$ cat src/rtl/uart_tx_fifo.sv
// uart_tx_fifo: byte FIFO feeding uart_tx over its ready/data/data_strobe handshake.
// Optional build macro UART_TX_FIFO_CRLF_EN: expands each stored LF into a CR, LF pair
// on the output side; when undefined, bytes pass through verbatim.
module uart_tx_fifo #(
  parameter int unsigned DEPTH_LOG2 = 4,
  parameter int unsigned WIDTH      = 8
) (
  input  logic                  mclk,
  input  logic                  reset,
  input  logic [WIDTH-1:0]      wr_data,
  input  logic                  wr_strobe,
  output logic                  full,
  output logic                  empty,
  output logic [DEPTH_LOG2:0]   count,
  output logic                  overflow,
  input  logic                  uart_ready,
  output logic [WIDTH-1:0]      uart_data,
  output logic                  uart_strobe
);

  localparam int unsigned DEPTH = 2 ** DEPTH_LOG2;
  localparam int unsigned PW    = DEPTH_LOG2;
  localparam int unsigned CW    = DEPTH_LOG2 + 1;

  logic [WIDTH-1:0] r_mem [DEPTH];
  logic [PW-1:0]    r_wr_ptr;
  logic [PW-1:0]    r_rd_ptr;
  logic [CW-1:0]    r_count;
  logic             r_full;
  logic             r_empty;
  logic             r_overflow;
  logic [WIDTH-1:0] r_data;
  logic             r_strobe;

  logic             w_wr_acc;
  logic             w_pop;
  logic             w_adv;
  logic [WIDTH-1:0] w_head;
  logic [WIDTH-1:0] w_issue_data;
  logic [CW-1:0]    w_count_nxt;

  // Accept/issue decisions use only registered state, never a same-cycle bypass
  assign w_wr_acc = wr_strobe & ~r_full;
  assign w_pop    = uart_ready & ~r_strobe & ~r_empty;
  assign w_head   = r_mem[r_rd_ptr];

`ifdef UART_TX_FIFO_CRLF_EN
  localparam logic [WIDTH-1:0] LF = WIDTH'(8'h0A);
  localparam logic [WIDTH-1:0] CR = WIDTH'(8'h0D);

  logic r_cr_sent;
  logic w_send_cr;

  // An LF at the head is first issued as CR without consuming the entry
  assign w_send_cr    = w_pop & (w_head == LF) & ~r_cr_sent;
  assign w_adv        = w_pop & ~w_send_cr;
  assign w_issue_data = w_send_cr ? CR : w_head;

  // Remembers that the CR for the current head LF has gone out
  always_ff @(posedge mclk) begin
    if (!reset) begin
      r_cr_sent <= 1'b0;
    end else if (w_send_cr) begin
      r_cr_sent <= 1'b1;
    end else if (w_adv) begin
      r_cr_sent <= 1'b0;
    end
  end
`else
  assign w_adv        = w_pop;
  assign w_issue_data = w_head;
`endif

  // Occupancy after this edge: counts stored entries only
  always_comb begin
    w_count_nxt = r_count;
    case ({w_wr_acc, w_adv})
      2'b10:   w_count_nxt = r_count + CW'(1);
      2'b01:   w_count_nxt = r_count - CW'(1);
      default: w_count_nxt = r_count;
    endcase
  end

  // Storage array; contents are invalidated by pointer reset, not cleared
  always_ff @(posedge mclk) begin
    if (reset && w_wr_acc) begin
      r_mem[r_wr_ptr] <= wr_data;
    end
  end

  // Pointers, occupancy, flags and sticky overflow
  always_ff @(posedge mclk) begin
    if (!reset) begin
      r_wr_ptr   <= '0;
      r_rd_ptr   <= '0;
      r_count    <= '0;
      r_full     <= 1'b0;
      r_empty    <= 1'b1;
      r_overflow <= 1'b0;
    end else begin
      if (w_wr_acc) begin
        r_wr_ptr <= r_wr_ptr + PW'(1);
      end
      if (w_adv) begin
        r_rd_ptr <= r_rd_ptr + PW'(1);
      end
      if (wr_strobe && r_full) begin
        r_overflow <= 1'b1;
      end
      r_count <= w_count_nxt;
      r_full  <= (w_count_nxt == CW'(DEPTH));
      r_empty <= (w_count_nxt == '0);
    end
  end

  // Output handshake: one-cycle strobe, data held between strobes
  always_ff @(posedge mclk) begin
    if (!reset) begin
      r_strobe <= 1'b0;
      r_data   <= '0;
    end else begin
      r_strobe <= w_pop;
      if (w_pop) begin
        r_data <= w_issue_data;
      end
    end
  end

  assign full        = r_full;
  assign empty       = r_empty;
  assign count       = r_count;
  assign overflow    = r_overflow;
  assign uart_data   = r_data;
  assign uart_strobe = r_strobe;

endmodule

$ cat config.mk
export PLATFORM = sky130hd
export DESIGN_NAME = uart_tx_fifo
export DESIGN_NICKNAME = d
export VERILOG_FILES = /design/src/rtl/uart_tx_fifo.sv
export SDC_FILE = /design/constraint.sdc
export NUM_CORES = 1
export LEC_CHECK = 0
export CAP_MARGIN = 15
export CORE_MARGIN = 3
export CORE_UTILIZATION = 55
export DETAILED_ROUTE_END_ITERATION = 7
export MAX_ROUTING_LAYER = met4
export PLACE_DENSITY_LB_ADDON = 0.25
export RECOVER_POWER = 50
export SLEW_MARGIN = 20
export SYNTH_ARGS = -nofsm -noshare
export SYNTH_HDL_FRONTEND = slang
export SYNTH_SLANG_ARGS = --single-unit
$ cat constraint.sdc
create_clock -name mclk -period 6.05 [get_ports mclk]
set_clock_uncertainty 0.05 [all_clocks]
set_input_delay 0.9075 -clock mclk [delete_from_list [all_inputs] [get_ports mclk]]
set_output_delay 0.9075 -clock mclk [all_outputs]
set_load 0.05 [all_outputs]
==> run metrics <==
Core Rows=37; critical path class=in2reg; fraction of final layout cells sized beyond drive strength 1=12.9%; CP Data Arrival Time=4.40 ns; Worst Hold Launch=uart_data[5]; Setup-failing EPs final=0; HPWL Detailed=7120 um; Syn. warnings=0; GP Congestion=0.777; clock transition at the registers of the reported paths=0.06 ns; final wirelength=11700 um; Worst slew margin=-2.12%; failing checks=capacitance limit, slew limit; Cell Int Power=1.98 mW; Synth Instances=356; syn nets=376; Gate power share=12.9%; Final Critical Period=4.01 ns; CTS root buffer=clkbuf_8; Sequential Area=4350 um2; #FFs+latches synth=153; worst r2r src=uart_strobe; status=finished with violations; CTS resizes=0; synthesized cell area=6110 um2; worst setup path start=uart_ready; Post-synth EDFFs=128; area of the multi-input gates=1630 um2; port bufs=28; Total Routing Usage GR=20.9%; remaining routing DRC violations=0; Net Sw Power=0.604 mW; H-tree depth=4; Hold Vio Cnt, Final=0; die width=111 um; post-synth top area share=62.9%; DRT iter0 DRCs=321; Reg power frac=46.0%; grt total ovfl=0; CP endpoint kind=flip-flop; # Post-CTS Setup Buffers=0; First-pass DRT Iterations=4; fin. max-slew vios=16; fin nets=409; Clock Sinks=153; n_diodes=0; hold_buf cts=0; max cap viols=1; number of global-route vias before repair=3217; IO Pins=29; final antenna-violating net count=0; Worst EP required=6.44 ns; TritonCTS Buffers=17; global-route wire length before repair=18400 um; area leader, netlist=edfxtp_1; pwr/cell area=366 nW/um2; TritonCTS clock tree=done; core area=10600 um2; fmax=250 MHz; fillcell total=713; unrepaired setup endpoints after global routing=no; die height=111 um; vias per cell=5.96; die area=12400 um2; Routed wire per std cell=21.8 um; worst slew pin tran=1.53 ns; switch share=23.3%; Max IR drop VDD=201 uV; setup TNS=0 ns; Clock Path Buffers=2; Tcrit/Tclk final=66.2%; element type at the critical path start=primary input; synth unique cells=39; pin count of the biggest net entering global routing=36; Clock Latency Late Sink=0.52 ns; Starting Density=57.9%; ranking of synthesized cells by area=edfxtp_1 63%, dfxtp_1 8.2%, mux4_2 7.4%; Clock Power Share=41.1%; Mean Syn Cell Area=17.2 um2; initial antenna violation count=0; worst-path maximum fanout=15; Syn-to-layout area delta=15.6%; ys flop type=edfxtp_1; Post-synth ARST share=0%; Min Hold Slack=0.402 ns; Lkg Pwr=2.33 nW; Hold Crit Class=reg2reg; via count=3208; sequential area share after synthesis=71.1%
final timing paths:
kind         cells after the start  slack, ns            to
max                             10       2.04          full
min                              2       0.40  uart_data[5]
max reg2reg                      9       2.65          full
min reg2reg                      2       0.40  uart_data[5]
layout make-up:
class / count / share of cell area, %
sequential: 153 / 61.5
multi-input combinational: 180 / 23.1
clock buffer: 23 / 6.32
timing repair buffer: 30 / 4.18
tap: 136 / 2.41
clock inverter: 9 / 2.13
inverter: 7 / 0.372
routing by layer:
metal,GRT usage [%],share of wire [%]
met5,-,0
met4,6.33,1.1
met3,5.76,6.4
met2,30.8,49
met1,29.1,43
sequential cells by signal, indices dropped and copies added (netlist names):
signal / flops
r_rd_ptr: 4
full: 1
r_wr_ptr: 4
count: 5
r_mem: 128
overflow: 1
empty: 1
uart_data: 8
uart_strobe: 1
metrics by stage:
stage	instances	worst slack [ns]	util (%)	area (um2)	power (mW)
floorplan	356	2.88	-	6110	1.47
global placement	506	2.24	61.3	6470	1.55
detailed placement	506	2.08	61.3	6470	1.55
CTS	538	2.65	67.0	7070	2.61
global route	538	1.73	66.9	7060	2.68
finish	538	2.04	66.9	7060	2.59
synthesized netlist by cell type (all sizes together), types with 2 or more instances:
cell type	n
a21oi	4
a22oi	16
and2	2
and3	2
buf	9
clkbuf	7
dfxtp	25
edfxtp	128
ha	8
inv	7
mux2i	3
mux4	32
nand2	32
nand2b	3
nand3	2
nand3b	2
nand4	2
nor2	35
nor2b	5
o21ai	10
o31ai	2
or3	2
xnor2	5
xor2	5
cell families after synthesis:
logic type,count (synthesis),synth area share (%)
flip-flops,153,71.1
adder cells (fa/ha/maj),8,1.64
multiplexers,35,13.0
buffers and inverters,23,2.25
AND/OR/NAND/NOR,90,6.61
AO/OA/AOI/OAI,37,3.95
XOR/XNOR,10,1.43
layout by cell type (no fill, tap or decap), drive strengths merged:
cell / Yosys / layout
nand4: 2 / 2
nand3: 2 / 2
nand2b: 3 / 3
and2: 2 / 2
a31oi: 1 / 1
nor2b: 5 / 5
a22oi: 16 / 16
clkinvlp: 0 / 2
a21oi: 4 / 4
mux2i: 3 / 3
bufinv: 0 / 4
edfxtp: 128 / 128
ha: 8 / 8
nor2: 35 / 35
dfxtp: 25 / 25
nand2: 32 / 32
dlygate4sd3: 0 / 14
nand3b: 2 / 2
o211ai: 1 / 1
buf: 9 / 2
clkbuf: 7 / 23
o31ai: 2 / 2
nor3: 1 / 1
and3: 2 / 2
xor2: 5 / 5
inv: 7 / 7
clkdlybuf4s50: 0 / 14
a21o: 1 / 1
clkinv: 0 / 3
o21a: 1 / 1
nor3b: 1 / 1
or3: 2 / 2
mux4: 32 / 32
o21ai: 10 / 10
xnor2: 5 / 5
a211oi: 1 / 1
nor4b: 1 / 1
worst max-delay path, stage by stage:
cell           delay [ns]
dlygate4sd3_1        0.53
nor3b_1              1.20
ha_1                 0.48
xor2_1               0.11
ha_1                 0.22
a21oi_1              0.18
mux2i_1              0.24
xnor2_1              0.17
nand2_1              0.11
nor4b_2              0.24
power groups by stage:
stage	registers, mW	clock network, mW	logic [mW]
4_1_cts	1.19	1.08	0.342
2_1_floorplan	1.27	0	0.199
5_1_grt	1.19	1.13	0.359
6_report	1.19	1.06	0.334
3_3_place_gp	1.21	0	0.334
3_5_place_dp	1.21	0	0.341
No activity file was read; power rests on OpenSTA's default activity.
